===== config.mk =====
export PLATFORM = sky130hd
export DESIGN_NAME = dmi_host_ctrl_flat
export DESIGN_NICKNAME = d
export VERILOG_FILES = /design/src/rtl/dmi_host_ctrl_pkg.sv /design/src/rtl/dmi_host_ctrl_if.sv /design/src/rtl/dmi_host_ctrl.sv /design/src/flat_wrapper.sv
export SDC_FILE = /design/constraint.sdc
export NUM_CORES = 1
export LEC_CHECK = 0
export BUFFER_PORTS_ARGS = -buffer_cell sky130_fd_sc_hd__buf_2
export CORE_ASPECT_RATIO = 0.8
export CORE_MARGIN = 2
export CORE_UTILIZATION = 25
export DETAILED_ROUTE_END_ITERATION = 7
export SLEW_MARGIN = 15
export SYNTH_ARGS = -nofsm -noshare
export SYNTH_HDL_FRONTEND = slang
export SYNTH_SLANG_ARGS = --single-unit

===== constraint.sdc =====
create_clock -name clk_i -period 2.1 [get_ports clk_i]
set_input_delay 0.315 -clock clk_i [delete_from_list [all_inputs] [get_ports clk_i]]
set_output_delay 0.315 -clock clk_i [all_outputs]
set_load 0.01 [all_outputs]

===== src/rtl/dmi_host_ctrl_pkg.sv =====
// rtl/dmi_host_ctrl_pkg.sv - shared DMI types plus op, response, status and FSM state encodings
// Purpose: types shared by dmi_host_ctrl, its DMI interface and the bench.
// Contents: dmi_req_t {addr, op, data}, dmi_resp_t {data, resp}, DMI op and
//           response codes, host status enum, host FSM state enum and the
//           helper that maps a final DMI response code onto a host status.
package dmi_host_ctrl_pkg;

   localparam logic [1:0] DMI_OP_NOP   = 2'd0;
   localparam logic [1:0] DMI_OP_READ  = 2'd1;
   localparam logic [1:0] DMI_OP_WRITE = 2'd2;

   localparam logic [1:0] DMI_RESP_OK     = 2'd0;
   localparam logic [1:0] DMI_RESP_FAILED = 2'd2;
   localparam logic [1:0] DMI_RESP_BUSY   = 2'd3;

   typedef struct packed {
      logic [6:0]  addr;
      logic [1:0]  op;
      logic [31:0] data;
   } dmi_req_t;

   typedef struct packed {
      logic [31:0] data;
      logic [1:0]  resp;
   } dmi_resp_t;

   typedef enum logic [1:0] {
      RSP_OK             = 2'd0,
      RSP_TIMEOUT        = 2'd1,
      RSP_FAILED         = 2'd2,
      RSP_BUSY_EXHAUSTED = 2'd3
   } rsp_status_e;

   typedef enum logic [2:0] {
      S_IDLE,
      S_REQ,
      S_WAIT_RSP,
      S_GAP,
      S_DONE
   } host_state_e;

   // Only called for a response that ends the transaction, so busy here
   // always means the retry budget is spent. The reserved code 1 is
   // reported as a failure.
   function automatic rsp_status_e resp_to_status(input logic [1:0] resp);
      case (resp)
         DMI_RESP_OK:   return RSP_OK;
         DMI_RESP_BUSY: return RSP_BUSY_EXHAUSTED;
         default:       return RSP_FAILED;
      endcase
   endfunction

endpackage


===== src/rtl/dmi_host_ctrl_if.sv =====
// rtl/dmi_host_ctrl_if.sv - DMI initiator/target bundle with master and slave modports
// Purpose: groups the DMI request/response handshake signals.
// Signals (directions as seen by the host controller, the master):
//   dmi_req_o        request payload {addr, op, data}
//   dmi_req_valid_o  request valid
//   dmi_req_ready_i  request accepted by the target
//   dmi_resp_i       response payload {data, resp}
//   dmi_resp_valid_i response valid
//   dmi_resp_ready_o response accepted by the host
interface dmi_host_ctrl_if;
   import dmi_host_ctrl_pkg::*;

   dmi_req_t  dmi_req_o;
   logic      dmi_req_valid_o;
   logic      dmi_req_ready_i;
   dmi_resp_t dmi_resp_i;
   logic      dmi_resp_valid_i;
   logic      dmi_resp_ready_o;

   modport master (
      output dmi_req_o, dmi_req_valid_o, dmi_resp_ready_o,
      input  dmi_req_ready_i, dmi_resp_i, dmi_resp_valid_i
   );

   modport slave (
      input  dmi_req_o, dmi_req_valid_o, dmi_resp_ready_o,
      output dmi_req_ready_i, dmi_resp_i, dmi_resp_valid_i
   );

endinterface


===== src/rtl/dmi_host_ctrl.sv =====
// rtl/dmi_host_ctrl.sv - DMI host controller with busy retry, response timeout and stale-response drain
// Purpose: takes one debugger command at a time, issues it on the DMI, retries
//          busy responses after an idle gap, times out silent targets and
//          returns a status/data result to the debugger.
// Ports: clk_i, rst_ni (async, active low)
//        cmd_valid_i/cmd_ready_o, cmd_op_i, cmd_addr_i, cmd_data_i   debugger command
//        rsp_valid_o/rsp_ready_i, rsp_data_o, rsp_status_o           debugger result
//        dmi (dmi_host_ctrl_if.master)                               DMI initiator side
//        busy_o                                                      high outside IDLE
//        stat_txn_o, stat_err_o                                      only with DMI_HOST_STATS_EN
// Option: define DMI_HOST_STATS_EN to add 16-bit saturating transaction and
//         error counters.
module dmi_host_ctrl
   import dmi_host_ctrl_pkg::*;
#(
   parameter int unsigned TimeoutCycles = 1024,
   parameter int unsigned MaxRetries    = 4,
   parameter int unsigned RetryGap      = 8
) (
   input  logic         clk_i,
   input  logic         rst_ni,
   input  logic         cmd_valid_i,
   output logic         cmd_ready_o,
   input  logic [1:0]   cmd_op_i,
   input  logic [6:0]   cmd_addr_i,
   input  logic [31:0]  cmd_data_i,
   output logic         rsp_valid_o,
   input  logic         rsp_ready_i,
   output logic [31:0]  rsp_data_o,
   output logic [1:0]   rsp_status_o,
   dmi_host_ctrl_if.master dmi,
   output logic         busy_o
`ifdef DMI_HOST_STATS_EN
   ,
   output logic [15:0]  stat_txn_o,
   output logic [15:0]  stat_err_o
`endif
);

   // Counter compare points; the counter starts at 0 on entry to a state,
   // so the state lasts exactly N cycles when it leaves at N-1.
   localparam logic [31:0] TO_LAST   = 32'(TimeoutCycles - 1);
   localparam logic [31:0] GAP_LAST  = 32'(RetryGap - 1);
   localparam logic [31:0] RETRY_MAX = 32'(MaxRetries);

   host_state_e r_state;
   host_state_e w_state_nxt;
   dmi_req_t    r_req;
   logic [31:0] r_cnt;
   logic [31:0] r_retry;
   logic [31:0] r_rsp_data;
   rsp_status_e r_rsp_status;

   logic        w_load_rsp;
   rsp_status_e w_status_nxt;
   logic [31:0] w_data_nxt;
   logic        w_retry;

   always_ff @(posedge clk_i or negedge rst_ni) begin
      if (!rst_ni) begin
         r_state <= S_IDLE;
      end else begin
         r_state <= w_state_nxt;
      end
   end

   always_comb begin
      w_state_nxt          = r_state;
      cmd_ready_o          = 1'b0;
      rsp_valid_o          = 1'b0;
      dmi.dmi_req_valid_o  = 1'b0;
      dmi.dmi_resp_ready_o = 1'b0;
      w_load_rsp           = 1'b0;
      w_status_nxt         = RSP_OK;
      w_data_nxt           = '0;
      w_retry              = 1'b0;

      case (r_state)
         S_IDLE: begin
            cmd_ready_o = 1'b1;
            // Always accept here so a response that arrives after a timeout
            // is drained instead of blocking the target.
            dmi.dmi_resp_ready_o = 1'b1;
            if (cmd_valid_i) begin
               w_state_nxt = S_REQ;
            end
         end
         S_REQ: begin
            dmi.dmi_req_valid_o = 1'b1;
            if (dmi.dmi_req_ready_i) begin
               w_state_nxt = S_WAIT_RSP;
            end
         end
         S_WAIT_RSP: begin
            dmi.dmi_resp_ready_o = 1'b1;
            // A response in the final counted cycle takes priority over the timeout.
            if (dmi.dmi_resp_valid_i) begin
               if (dmi.dmi_resp_i.resp == DMI_RESP_BUSY && r_retry < RETRY_MAX) begin
                  w_retry     = 1'b1;
                  w_state_nxt = (RetryGap == 0) ? S_REQ : S_GAP;
               end else begin
                  w_load_rsp   = 1'b1;
                  w_status_nxt = resp_to_status(dmi.dmi_resp_i.resp);
                  if (dmi.dmi_resp_i.resp == DMI_RESP_OK && r_req.op == DMI_OP_READ) begin
                     w_data_nxt = dmi.dmi_resp_i.data;
                  end
                  w_state_nxt = S_DONE;
               end
            end else if (r_cnt == TO_LAST) begin
               w_load_rsp   = 1'b1;
               w_status_nxt = RSP_TIMEOUT;
               w_state_nxt  = S_DONE;
            end
         end
         S_GAP: begin
            if (r_cnt == GAP_LAST) begin
               w_state_nxt = S_REQ;
            end
         end
         S_DONE: begin
            rsp_valid_o = 1'b1;
            if (rsp_ready_i) begin
               w_state_nxt = S_IDLE;
            end
         end
         default: w_state_nxt = S_IDLE;
      endcase
   end

   always_ff @(posedge clk_i or negedge rst_ni) begin
      if (!rst_ni) begin
         r_req        <= '0;
         r_cnt        <= '0;
         r_retry      <= '0;
         r_rsp_data   <= '0;
         r_rsp_status <= RSP_OK;
      end else begin
         if (r_state == S_IDLE && cmd_valid_i) begin
            r_req   <= '{addr: cmd_addr_i, op: cmd_op_i, data: cmd_data_i};
            r_retry <= '0;
         end
         // One counter serves both the response timeout and the retry gap;
         // it restarts on every state change, i.e. on every attempt.
         if (w_state_nxt != r_state) begin
            r_cnt <= '0;
         end else if (r_state == S_WAIT_RSP || r_state == S_GAP) begin
            r_cnt <= r_cnt + 32'd1;
         end
         if (w_retry) begin
            r_retry <= r_retry + 32'd1;
         end
         if (w_load_rsp) begin
            r_rsp_data   <= w_data_nxt;
            r_rsp_status <= w_status_nxt;
         end
      end
   end

   assign dmi.dmi_req_o = r_req;
   assign rsp_data_o    = r_rsp_data;
   assign rsp_status_o  = r_rsp_status;
   assign busy_o        = (r_state != S_IDLE);

`ifdef DMI_HOST_STATS_EN
   logic [15:0] r_stat_txn;
   logic [15:0] r_stat_err;

   always_ff @(posedge clk_i or negedge rst_ni) begin
      if (!rst_ni) begin
         r_stat_txn <= '0;
         r_stat_err <= '0;
      end else if (r_state == S_DONE && rsp_ready_i) begin
         if (r_stat_txn != 16'hFFFF) begin
            r_stat_txn <= r_stat_txn + 16'd1;
         end
         if (r_rsp_status != RSP_OK && r_stat_err != 16'hFFFF) begin
            r_stat_err <= r_stat_err + 16'd1;
         end
      end
   end

   assign stat_txn_o = r_stat_txn;
   assign stat_err_o = r_stat_err;
`endif

endmodule

===== src/flat_wrapper.sv =====
// flat-port wrapper written by rule: the top's interface ports become plain ports
module dmi_host_ctrl_flat import dmi_host_ctrl_pkg::*;
#(
   parameter int unsigned TimeoutCycles = 1024,
   parameter int unsigned MaxRetries    = 4,
   parameter int unsigned RetryGap      = 8
)
  (clk_i, rst_ni, cmd_valid_i, cmd_ready_o, cmd_op_i, cmd_addr_i, cmd_data_i, rsp_valid_o, rsp_ready_i, rsp_data_o, rsp_status_o, busy_o, dmi_dmi_req_o, dmi_dmi_req_valid_o, dmi_dmi_resp_ready_o, dmi_dmi_req_ready_i, dmi_dmi_resp_i, dmi_dmi_resp_valid_i);
  dmi_host_ctrl_if dmi_i ();
  input  logic clk_i;
  input  logic rst_ni;
  input  logic cmd_valid_i;
  output logic cmd_ready_o;
  input  logic [1:0] cmd_op_i;
  input  logic [6:0] cmd_addr_i;
  input  logic [31:0] cmd_data_i;
  output logic rsp_valid_o;
  input  logic rsp_ready_i;
  output logic [31:0] rsp_data_o;
  output logic [1:0] rsp_status_o;
  output logic busy_o;
  output wire logic [$bits(dmi_i.dmi_req_o)-1:0] dmi_dmi_req_o;
  output wire logic [$bits(dmi_i.dmi_req_valid_o)-1:0] dmi_dmi_req_valid_o;
  output wire logic [$bits(dmi_i.dmi_resp_ready_o)-1:0] dmi_dmi_resp_ready_o;
  input wire logic [$bits(dmi_i.dmi_req_ready_i)-1:0] dmi_dmi_req_ready_i;
  input wire logic [$bits(dmi_i.dmi_resp_i)-1:0] dmi_dmi_resp_i;
  input wire logic [$bits(dmi_i.dmi_resp_valid_i)-1:0] dmi_dmi_resp_valid_i;
  assign dmi_dmi_req_o = dmi_i.dmi_req_o;
  assign dmi_dmi_req_valid_o = dmi_i.dmi_req_valid_o;
  assign dmi_dmi_resp_ready_o = dmi_i.dmi_resp_ready_o;
  assign dmi_i.dmi_req_ready_i = dmi_dmi_req_ready_i;
  assign dmi_i.dmi_resp_i = dmi_dmi_resp_i;
  assign dmi_i.dmi_resp_valid_i = dmi_dmi_resp_valid_i;
  dmi_host_ctrl #(.TimeoutCycles(TimeoutCycles), .MaxRetries(MaxRetries), .RetryGap(RetryGap)) u_core (.clk_i(clk_i), .rst_ni(rst_ni), .cmd_valid_i(cmd_valid_i), .cmd_ready_o(cmd_ready_o), .cmd_op_i(cmd_op_i), .cmd_addr_i(cmd_addr_i), .cmd_data_i(cmd_data_i), .rsp_valid_o(rsp_valid_o), .rsp_ready_i(rsp_ready_i), .rsp_data_o(rsp_data_o), .rsp_status_o(rsp_status_o), .dmi(dmi_i), .busy_o(busy_o));
endmodule

==> impl_metrics.toml, run 1 <==
[placement]
dp_hpwl_mm = 10.31
place_congestion = 0.7831
place_ws_ns = -0.01989
placed_cells = 950
dpl_cell_area_sq_um = 7277
port_buffers = 160

[global_route]
use_met1_pct = 16.43
grt_pass1_wl_mm = 23.84
grt_use_met2_pct = 18.54
grt_overflow_total = 0
grt_max_degree = 56
busiest_layer = "met2"
antenna_found_initial = 0
grt_pass1_vias = 4456
track_usage_pct = 12.35
met3_usage_pct = 4.370

[layout]
fin_cells = 985
area_growth_syn_to_layout_pct = 36.20
antennaDiodeCount = 0
fin_area_sq_um = 7936
drive_gt1_share_pct = 42.86
fin_nets = 749

[die]
die_h_um = 140.6
rows = 49
design.die.area_sq_um = 24550
ios = 161
die_w_um = 174.7
core_region_area_sq_um = 22680
initial_utilization_pct = 25.69

[synth]
yosysWarnings = 0
synth_edf_count = 0
syn_inst = 469
synth_common_cells = "dfrtp_1, mux2_2, nor2_1, a22o_1, nor2b_1"
async_flop_share_pct = 100.0
syn-cell-area_sq_um = 5827
yosysTopAreaCell = "dfrtp_1"
ys_ff_latch = 142
mappedNetlistNets = 552
yosys.cell_count.top_type = "dfrtp_1"
synth_area_leaders = "dfrtp_1, mux2_2, a22o_1, xnor2_1, nor2b_1"
synth_cell_types = 43
yosysTopAreaCellShare_pct = 60.98
synth_ff_type = "dfrtp_1"
synth-seq-area-share_pct = 60.98
syn_area_per_cell_sq_um = 12.42

[critical_path]
critical-path-max-stage-delay_ns = 0.57
critical_path.cell_chain = "or4_4 > nor4_4 > a21oi_4 > a211o_4 > a22o_1"
criticalPathCategory = "register to register"
worstPathArrival_ns = 2.37
endpoint_kind = "register"
startpoint_type = "register"
slowest_stage = "or4_4"
reg2reg_depth = 5
crit_required_ns = 2.40
path_max_fanout = 16

[routing]
wire_per_inst_um = 15.06
drc = 0
drtAntennaViolNets = 0
first_iter_violations = 187
via_per_inst = 4.390
num_vias = 4324
wirelength_mm = 14.84
first_pass_iters = 4

[timing]
tns_ns = 0
hold_slack_ns = 0.09296
rsz0062_at_grt = "yes"
final_max_slew_viol_count = 0
setup_ws_ns = 0.02920
hold_viol_final = 0
max_freq_mhz = 482.9
max_slew_margin_pct = 63.79
period_minus_slack_ns = 2.071
clock_skew_ns = 0.01270
setup-violations-final = 0
timing.final.crit_share_pct = 98.61
tightest_slew_ns = 0.5431

[cts]
cts_tree = "built"
cts_num_sinks = 142
htree_levels = 4
clk_path_buf_depth = 2
cts_buffers = 17
cts-root-buf = "clkbuf_16"
cts.clk_slew.worst_paths_ns = 0.06
clk_latency_ns = 0.42

[power]
vdd_drop_max_mv = 0.6879
power_leakage_uw = 0.003785
p_per_area_nw_per_um2 = 1189

[hold_path]
whs_path_depth = 2
hold_path.class = "primary input to register"

[flow_run]
maxCapViolations = 0

[status]
status = "completed"
per-layer routing:
metal	part of all wire (%)	wire length [um]
met3	6.9	1026
met4	1.5	218
met5	0	0
met1	47	6924
met2	45	6665
area by class of cell:
cell class | count | area, sq um
clock buffers | 19 | 442.9
clock inverters | 13 | 128.9
fillers | 2312 | 14750
inverters | 11 | 41.29
multi-input cells | 293 | 2216
flip-flops and latches | 142 | 3553
well taps | 306 | 382.9
repair buffers | 201 | 1171
registers in the layout (all words and copies together), names as in the netlist:
| signal | count |
|---|---|
| u_core.rsp_data_o | 32 |
| u_core.r_cnt | 32 |
| u_core.rsp_status_o | 2 |
| u_core.dmi.dmi_req_o | 41 |
| u_core.r_retry | 32 |
| u_core.r_state | 3 |
final timing paths:
check | start | to | slack (ns)
min in group asynchronous | rst_ni | u_core.rsp_data_o[14]$_DFFE_PN0P_ | 0.43
max | u_core.r_cnt[16]$_DFFE_PN0P_ | u_core.rsp_data_o[8]$_DFFE_PN0P_ | 0.03
max in group asynchronous | rst_ni | u_core.dmi.dmi_req_o[37]$_DFFE_PN0P_ | 0.98
min reg2reg | u_core.r_retry[4]$_DFFE_PN0P_ | u_core.r_retry[4]$_DFFE_PN0P_ | 0.49
min | rsp_ready_i | u_core.r_state[2]$_DFF_PN0_ | 0.09
max reg2reg | u_core.r_cnt[16]$_DFFE_PN0P_ | u_core.rsp_data_o[8]$_DFFE_PN0P_ | 0.03
power breakdown:
part / total [uW] / switching (uW) / internal (uW)
logic: 2840 / 1470 / 1360
registers: 3700 / 355 / 3340
clock network: 2900 / 1220 / 1680
critical path, delay by kind of cell (launching register included):
family	cells	cell delay, ns
AOI/OAI and AO/OA	3	0.80
DFF	1	0.37
and+or+nand+nor	2	0.78
cell usage in the layout (no fill, tap or decap), types with 3 or more instances in the layout:
| master | instances |
|---|---|
| nor2_1 | 37 |
| and4_1 | 3 |
| nand4_1 | 7 |
| clkinvlp_4 | 4 |
| nand3_1 | 11 |
| inv_6 | 4 |
| and2_1 | 6 |
| nor4_2 | 5 |
| dfrtp_1 | 142 |
| buf_4 | 35 |
| xor2_1 | 6 |
| inv_1 | 11 |
| nand2_1 | 15 |
| xnor2_1 | 23 |
| o21ai_0 | 3 |
| nand2b_1 | 4 |
| and3_1 | 4 |
| mux2_2 | 42 |
| or4_1 | 3 |
| nor3_1 | 17 |
| nor4_1 | 16 |
| buf_2 | 159 |
| a21oi_1 | 4 |
| nor2b_1 | 25 |
| buf_12 | 4 |
| a22o_1 | 32 |
| clkbuf_16 | 17 |
repair_timing:
action | in CTS | in global routing
cloned | 0 | 1
hold buffers | 1 | 0
pin swaps | 0 | 27
setup buffers | 0 | 1
endpoints found under the setup margin | 4 | 53
resized for setup | 1 | 9
hold endpoints to repair | 50 | 0
cells by family after synthesis:
group	after synthesis	synth area share (%)
and+or+nand+nor	167	15.80
muxes	43	8.289
DFF	142	60.98
AOI/OAI and AO/OA	51	7.408
xor gates and xnor gates	29	4.359
adders and majority gates	2	0.4294
buffers and inverters	35	2.727
stage by stage:
stage	utilization, %	total power, uW
6_report	34.99	9438
5_1_grt	34.99	9960
4_1_cts	34.70	9533
3_5_place_dp	32.08	6557
3_3_place_gp	32.08	6514
2_1_floorplan	-	5228
(Power assumes the default switching activity.)
==> run 2: changes to the inputs <==
- CORE_UTILIZATION: 25 -> 31
==> run 2 against run 1 <==
  * Hold slack better by 0.011 ns
  * The run now ends with setup timing left
  * Count of clock-buffer cells in the layout is 1 lower
  * Sequential share of layout area shrank 0.36 points
  * Clock power shrank 3%
  * Final area increased by 0.85%
  * Fmax is 2.7% lower
  * Largest cell class unchanged
  * Global-route usage rose by 2.6 points
  * Cell count is 5.3% lower
  * Non-clock buffer count did not move
  * Worst setup slack lost 0.057 ns
==> impl_metrics.toml, run 2 (same netlist as run 1, synthesis figures left out) <==
[status]
status = "finished with violations"
violations = "setup timing"

[cts]
cts-root-buf = "clkbuf_16"
cts_tree = "built"
cts_num_sinks = 142
cts_buffers = 17
htree_levels = 4
cts.clk_slew.worst_paths_ns = 0.07
clk_latency_ns = 0.42
clk_path_buf_depth = 2

[global_route]
grt_pass1_wl_mm = 23.33
track_usage_pct = 14.94
grt_pass1_vias = 4581
antenna_found_initial = 0
grt_max_degree = 44
grt_overflow_total = 0

[routing]
drtAntennaViolNets = 0
wire_per_inst_um = 16.03
num_vias = 4406
via_per_inst = 4.722
drc = 0
first_iter_violations = 289
wirelength_mm = 14.95
first_pass_iters = 6

[critical_path]
crit_path_start = "u_core.r_cnt[16]$_DFFE_PN0P_"
r2r-start = "u_core.r_cnt[16]$_DFFE_PN0P_"
crit_required_ns = 2.40
path_max_fanout = 16
worstPathArrival_ns = 2.43
startpoint_type = "register"
criticalPathCategory = "register to register"
regToRegSetupSlack_ns = -0.03
endpoint_kind = "register"

[timing]
hold_slack_ns = 0.1039
tightest_slew_ns = 0.4779
timing.final.crit_share_pct = 101.3
clock_skew_ns = 0.01323
setup_ws_ns = -0.02785
hold_viol_final = 0
rsz0062_at_grt = "yes"
setup-violations-final = 27
tns_ns = -0.4650
max_slew_margin_pct = 67.85
period_minus_slack_ns = 2.128
final_max_slew_viol_count = 0
max_freq_mhz = 470.0

[die]
die_w_um = 157.3
rows = 44
initial_utilization_pct = 31.88
design.die.area_sq_um = 19920
core_region_area_sq_um = 18280
die_h_um = 126.6
ios = 161

[power]
p_per_area_nw_per_um2 = 1194
vdd_drop_max_mv = 0.8085
power_leakage_uw = 0.003790

[layout]
final_common_cell = "buf_2"
drive_gt1_share_pct = 45.15
final_cell_mix = "buf_2, dfrtp_1, mux2_2"
area_growth_syn_to_layout_pct = 37.36
largest_reg_flops = 41
antennaDiodeCount = 0
fin_nets = 750
fillers = 1718

[flow_run]
maxCapViolations = 0

[hold_path]
hold_path.class = "primary input to register"
hold_start = "dmi_dmi_resp_i[16]"

[placement]
place_congestion = 0.8113
dp_hpwl_mm = 9.950
port_buffers = 160
[run 2: cell types whose count changed in the layout (fill, tap and decap cells not counted), sizes merged]
cell | previous run | this run
inv | 16 | 20
clkinvlp | 4 | 2
a211o | 3 | 4
buf | 200 | 199
bufinv | 1 | 0
[run 2: worst max-delay path: stages, from the launching register on]
cell	delay, ns
dfrtp_1	0.37
or4_4	0.57
nor4_4	0.22
a21oi_4	0.16
buf_6	0.16
o32ai_4	0.21
buf_6	0.24
nor2_1	0.07
[run 2: worst paths after layout]
| path | end | depth (start not counted) |
|---|---|---|
| setup / recovery | u_core.r_cnt[19]$_DFFE_PN0P_ | 7 |
| setup reg to reg | u_core.r_cnt[19]$_DFFE_PN0P_ | 7 |
| max in group asynchronous | u_core.dmi.dmi_req_o[16]$_DFFE_PN0P_ | 3 |
| hold reg to reg | u_core.r_retry[7]$_DFFE_PN0P_ | 1 |
| min in group asynchronous | u_core.r_cnt[31]$_DFFE_PN0P_ | 2 |
| hold / removal | u_core.rsp_data_o[14]$_DFFE_PN0P_ | 2 |
[run 2: final cells by class]
cell class	count	area [sq um]	area share (%)
inverter	11	41.29	0.5159
multi-input combinational	294	2332	29.14
tap	253	316.6	3.955
sequential	142	3555	44.41
clock inverter	14	121.4	1.516
timing repair buffer	201	1209	15.10
clock buffer	18	429.2	5.362
[run 2: power breakdown]
group | internal (uW) | leakage, uW | switching (uW) | total [uW]
Combinational | 1460 | 0.00164 | 1590 | 3050
Sequential | 3340 | 0.00188 | 351 | 3690
Clock | 1550 | 0.000267 | 1270 | 2820
Total | 6350 | 0.00379 | 3210 | 9560
[run 2: routing by layer]
metal / routed length (um) / track usage [%] / up-vias
met5: 0 / 0 / -
met4: 126 / 4.064 / 0
met3: 942 / 4.988 / 13
met2: 7064 / 22.89 / 152
met1: 6819 / 20.33 / 2167
li1: - / - / 2074
[run 2: what timing repair did]
item                                    4_1_cts  5_1_grt
hold buffers                                  1        0
buffers inserted                              0        6
pin swaps                                     5       27
gates resized for setup                       1       37
hold endpoints to repair                     39        0
endpoints found under the setup margin        4       66
gates cloned                                  0        4
[run 2: metrics by stage]
step	util (%)	total power, uW	cell area [sq um]	cells	worst slack [ns]
floorplan	-	5228	5836	469	0.03281
detailed placement	39.24	6502	7172	890	-0.1046
global route	43.79	10080	8004	933	-0.1093
global placement	39.24	6427	7172	890	0.01455
CTS	42.37	9387	7745	923	-0.01168
finish	43.79	9558	8004	933	-0.02785
==> run 3: changes to the inputs <==
- CELL_PAD_IN_SITES_DETAIL_PLACEMENT: not set -> 2
- CELL_PAD_IN_SITES_GLOBAL_PLACEMENT: not set -> 2
- CORE_UTILIZATION: 31 -> 30
- PLACE_DENSITY_LB_ADDON: not set -> 0.1
==> run 3 against run 2 <==
  * The flow still finishes with violations (setup timing)
  * Critical endpoint is now u_core.rsp_data_o[20]$_DFFE_PN0P_
  * Hold slack worse by 0.0035 ns
  * Sequential share of layout area shrank 0.33 points
  * Count of clock-buffer cells in the layout stayed put
  * Fmax decreased by 1.1%
  * Total power increased by 2.1%
  * Sequential power barely moved
  * Routed wire length rose by 21%
  * Die area grew 3.2%
  * Non-clock buffer count unchanged
  * Worst setup slack got worse by 0.024 ns
==> impl_metrics.toml, run 3 (same netlist as run 1, synthesis figures left out) <==
[global_route]
grt_pass1_wl_mm = 27.76
track_usage_pct = 17.36
grt_pass1_vias = 5038
antenna_found_initial = 3
grt_overflow_total = 0
grt_max_degree = 56

[routing]
first_iter_violations = 133
drtAntennaViolNets = 0
num_vias = 4534
first_pass_iters = 5
wire_per_inst_um = 19.24
drc = 0
via_per_inst = 4.829
wirelength_mm = 18.07

[critical_path]
criticalPathCategory = "register to register"
startpoint_type = "register"
critical_path.cell_chain = "or4_4 > nor4_4 > a21oi_4 > buf_12 > a211o_4 > a22o_1"
slowest_stage = "or4_4"
critical-path-max-stage-delay_ns = 0.58
crit_required_ns = 2.41
endpoint_kind = "register"
path_max_fanout = 8
worstPathArrival_ns = 2.46
reg2reg_depth = 6

[cts]
clk_latency_ns = 0.42
cts_tree = "built"
cts-root-buf = "clkbuf_16"
clk_path_buf_depth = 2
cts_num_sinks = 142
cts_buffers = 17
cts.clk_slew.worst_paths_ns = 0.07
htree_levels = 4

[status]
status = "finished with violations"
violations = "setup timing"

[timing]
clock_skew_ns = 0.01232
setup_ws_ns = -0.05213
tightest_slew_ns = 0.5946
max_freq_mhz = 464.7
timing.final.crit_share_pct = 102.5
rsz0062_at_grt = "yes"
tns_ns = -0.3635
max_slew_margin_pct = 59.99
final_max_slew_viol_count = 0
hold_viol_final = 0
period_minus_slack_ns = 2.152
setup-violations-final = 20

[layout]
final_cell_mix = "buf_2, dfrtp_1, mux2_2"
final_common_cell = "buf_2"
fin_area_sq_um = 8061
area_growth_syn_to_layout_pct = 38.35
largest_reg_flops = 41
final_util_pct = 42.36
fin_nets = 750
drive_gt1_share_pct = 45.44

[power]
power_leakage_uw = 0.003809
vdd_drop_max_mv = 0.7474
p_per_area_nw_per_um2 = 1210

[die]
initial_utilization_pct = 30.62
die_w_um = 159.8
design.die.area_sq_um = 20560
rows = 45
core_region_area_sq_um = 19030
die_h_um = 128.7
ios = 161

[placement]
dp_hpwl_mm = 12.25
dpl_cell_area_sq_um = 7173
place_ws_ns = -0.08237
place_congestion = 0.7760
port_buffers = 160

[hold_path]
hold_path.class = "primary input to register"
whs_path_depth = 2

[flow_run]
maxCapViolations = 0
## run 3: cell types whose count changed in the layout (fill, tap and decap cells not counted), moves of 2 or more
cell    change
nor4_2      +2
nor2_2      -2
inv_6       -2
nor2_4      +2
## run 3: critical path, delay by kind of cell, from the launching register on
family	cells	cell delay, ns
flops	1	0.39
simple gates	2	0.79
compound gates	3	0.70
buf+inv	1	0.15
## run 3: through the flow
stage | cells | power, uW | hold WS, ns
after global placement | 896 | 6438 | 0.2030
after CTS | 931 | 9653 | 0.07386
after detailed placement | 896 | 6541 | 0.2095
after floorplan | 469 | 5228 | 0.01941
final | 939 | 9756 | 0.1003
after global routing | 938 | 10320 | 0.08659
## run 3: routing by layer
| metal | global-route usage (%) | part of all wire (%) |
|---|---|---|
| met1 | 22.91 | 47 |
| met2 | 27.22 | 46 |
| met3 | 6.190 | 5.8 |
| met4 | 4.928 | 1.2 |
| met5 | 0 | 0.13 |
## run 3: repair_timing
| action | 4_1_cts | 5_1_grt |
|---|---|---|
| endpoints found under the hold margin | 25 | 0 |
| pin swaps | 9 | 20 |
| buffers inserted | 2 | 3 |
| gates resized for setup | 1 | 39 |
| gates cloned | 0 | 4 |
| hold buffers | 1 | 0 |
| setup endpoints to repair | 38 | 65 |
## run 3: worst paths after layout
check | start | to | slack, ns
setup / recovery | u_core.r_cnt[16]$_DFFE_PN0P_ | u_core.rsp_data_o[20]$_DFFE_PN0P_ | -0.05
min in group asynchronous | rst_ni | u_core.dmi.dmi_req_o[39]$_DFFE_PN0P_ | 0.33
hold / removal | dmi_dmi_resp_i[15] | u_core.rsp_data_o[13]$_DFFE_PN0P_ | 0.10
hold reg to reg | u_core.dmi.dmi_req_o[27]$_DFFE_PN0P_ | u_core.dmi.dmi_req_o[27]$_DFFE_PN0P_ | 0.50
max in group asynchronous | rst_ni | u_core.rsp_data_o[16]$_DFFE_PN0P_ | 1.11
setup reg to reg | u_core.r_cnt[16]$_DFFE_PN0P_ | u_core.rsp_data_o[20]$_DFFE_PN0P_ | -0.05
## run 3: area by class of cell
class	count	area, sq um
antenna	1	2.502
clock buffer	18	439.2
clock inverter	14	151.4
fill	2004	10970
inverter	11	41.29
multi-input combinational	294	2342
sequential	142	3553
tap	258	322.8
timing repair buffer	201	1209
## run 3: power breakdown
part	internal, uW	leakage, uW	switching, uW
registers	3340	0.00188	348
clock network	1710	0.000289	1300
logic	1410	0.00164	1650
total	6450	0.00381	3300
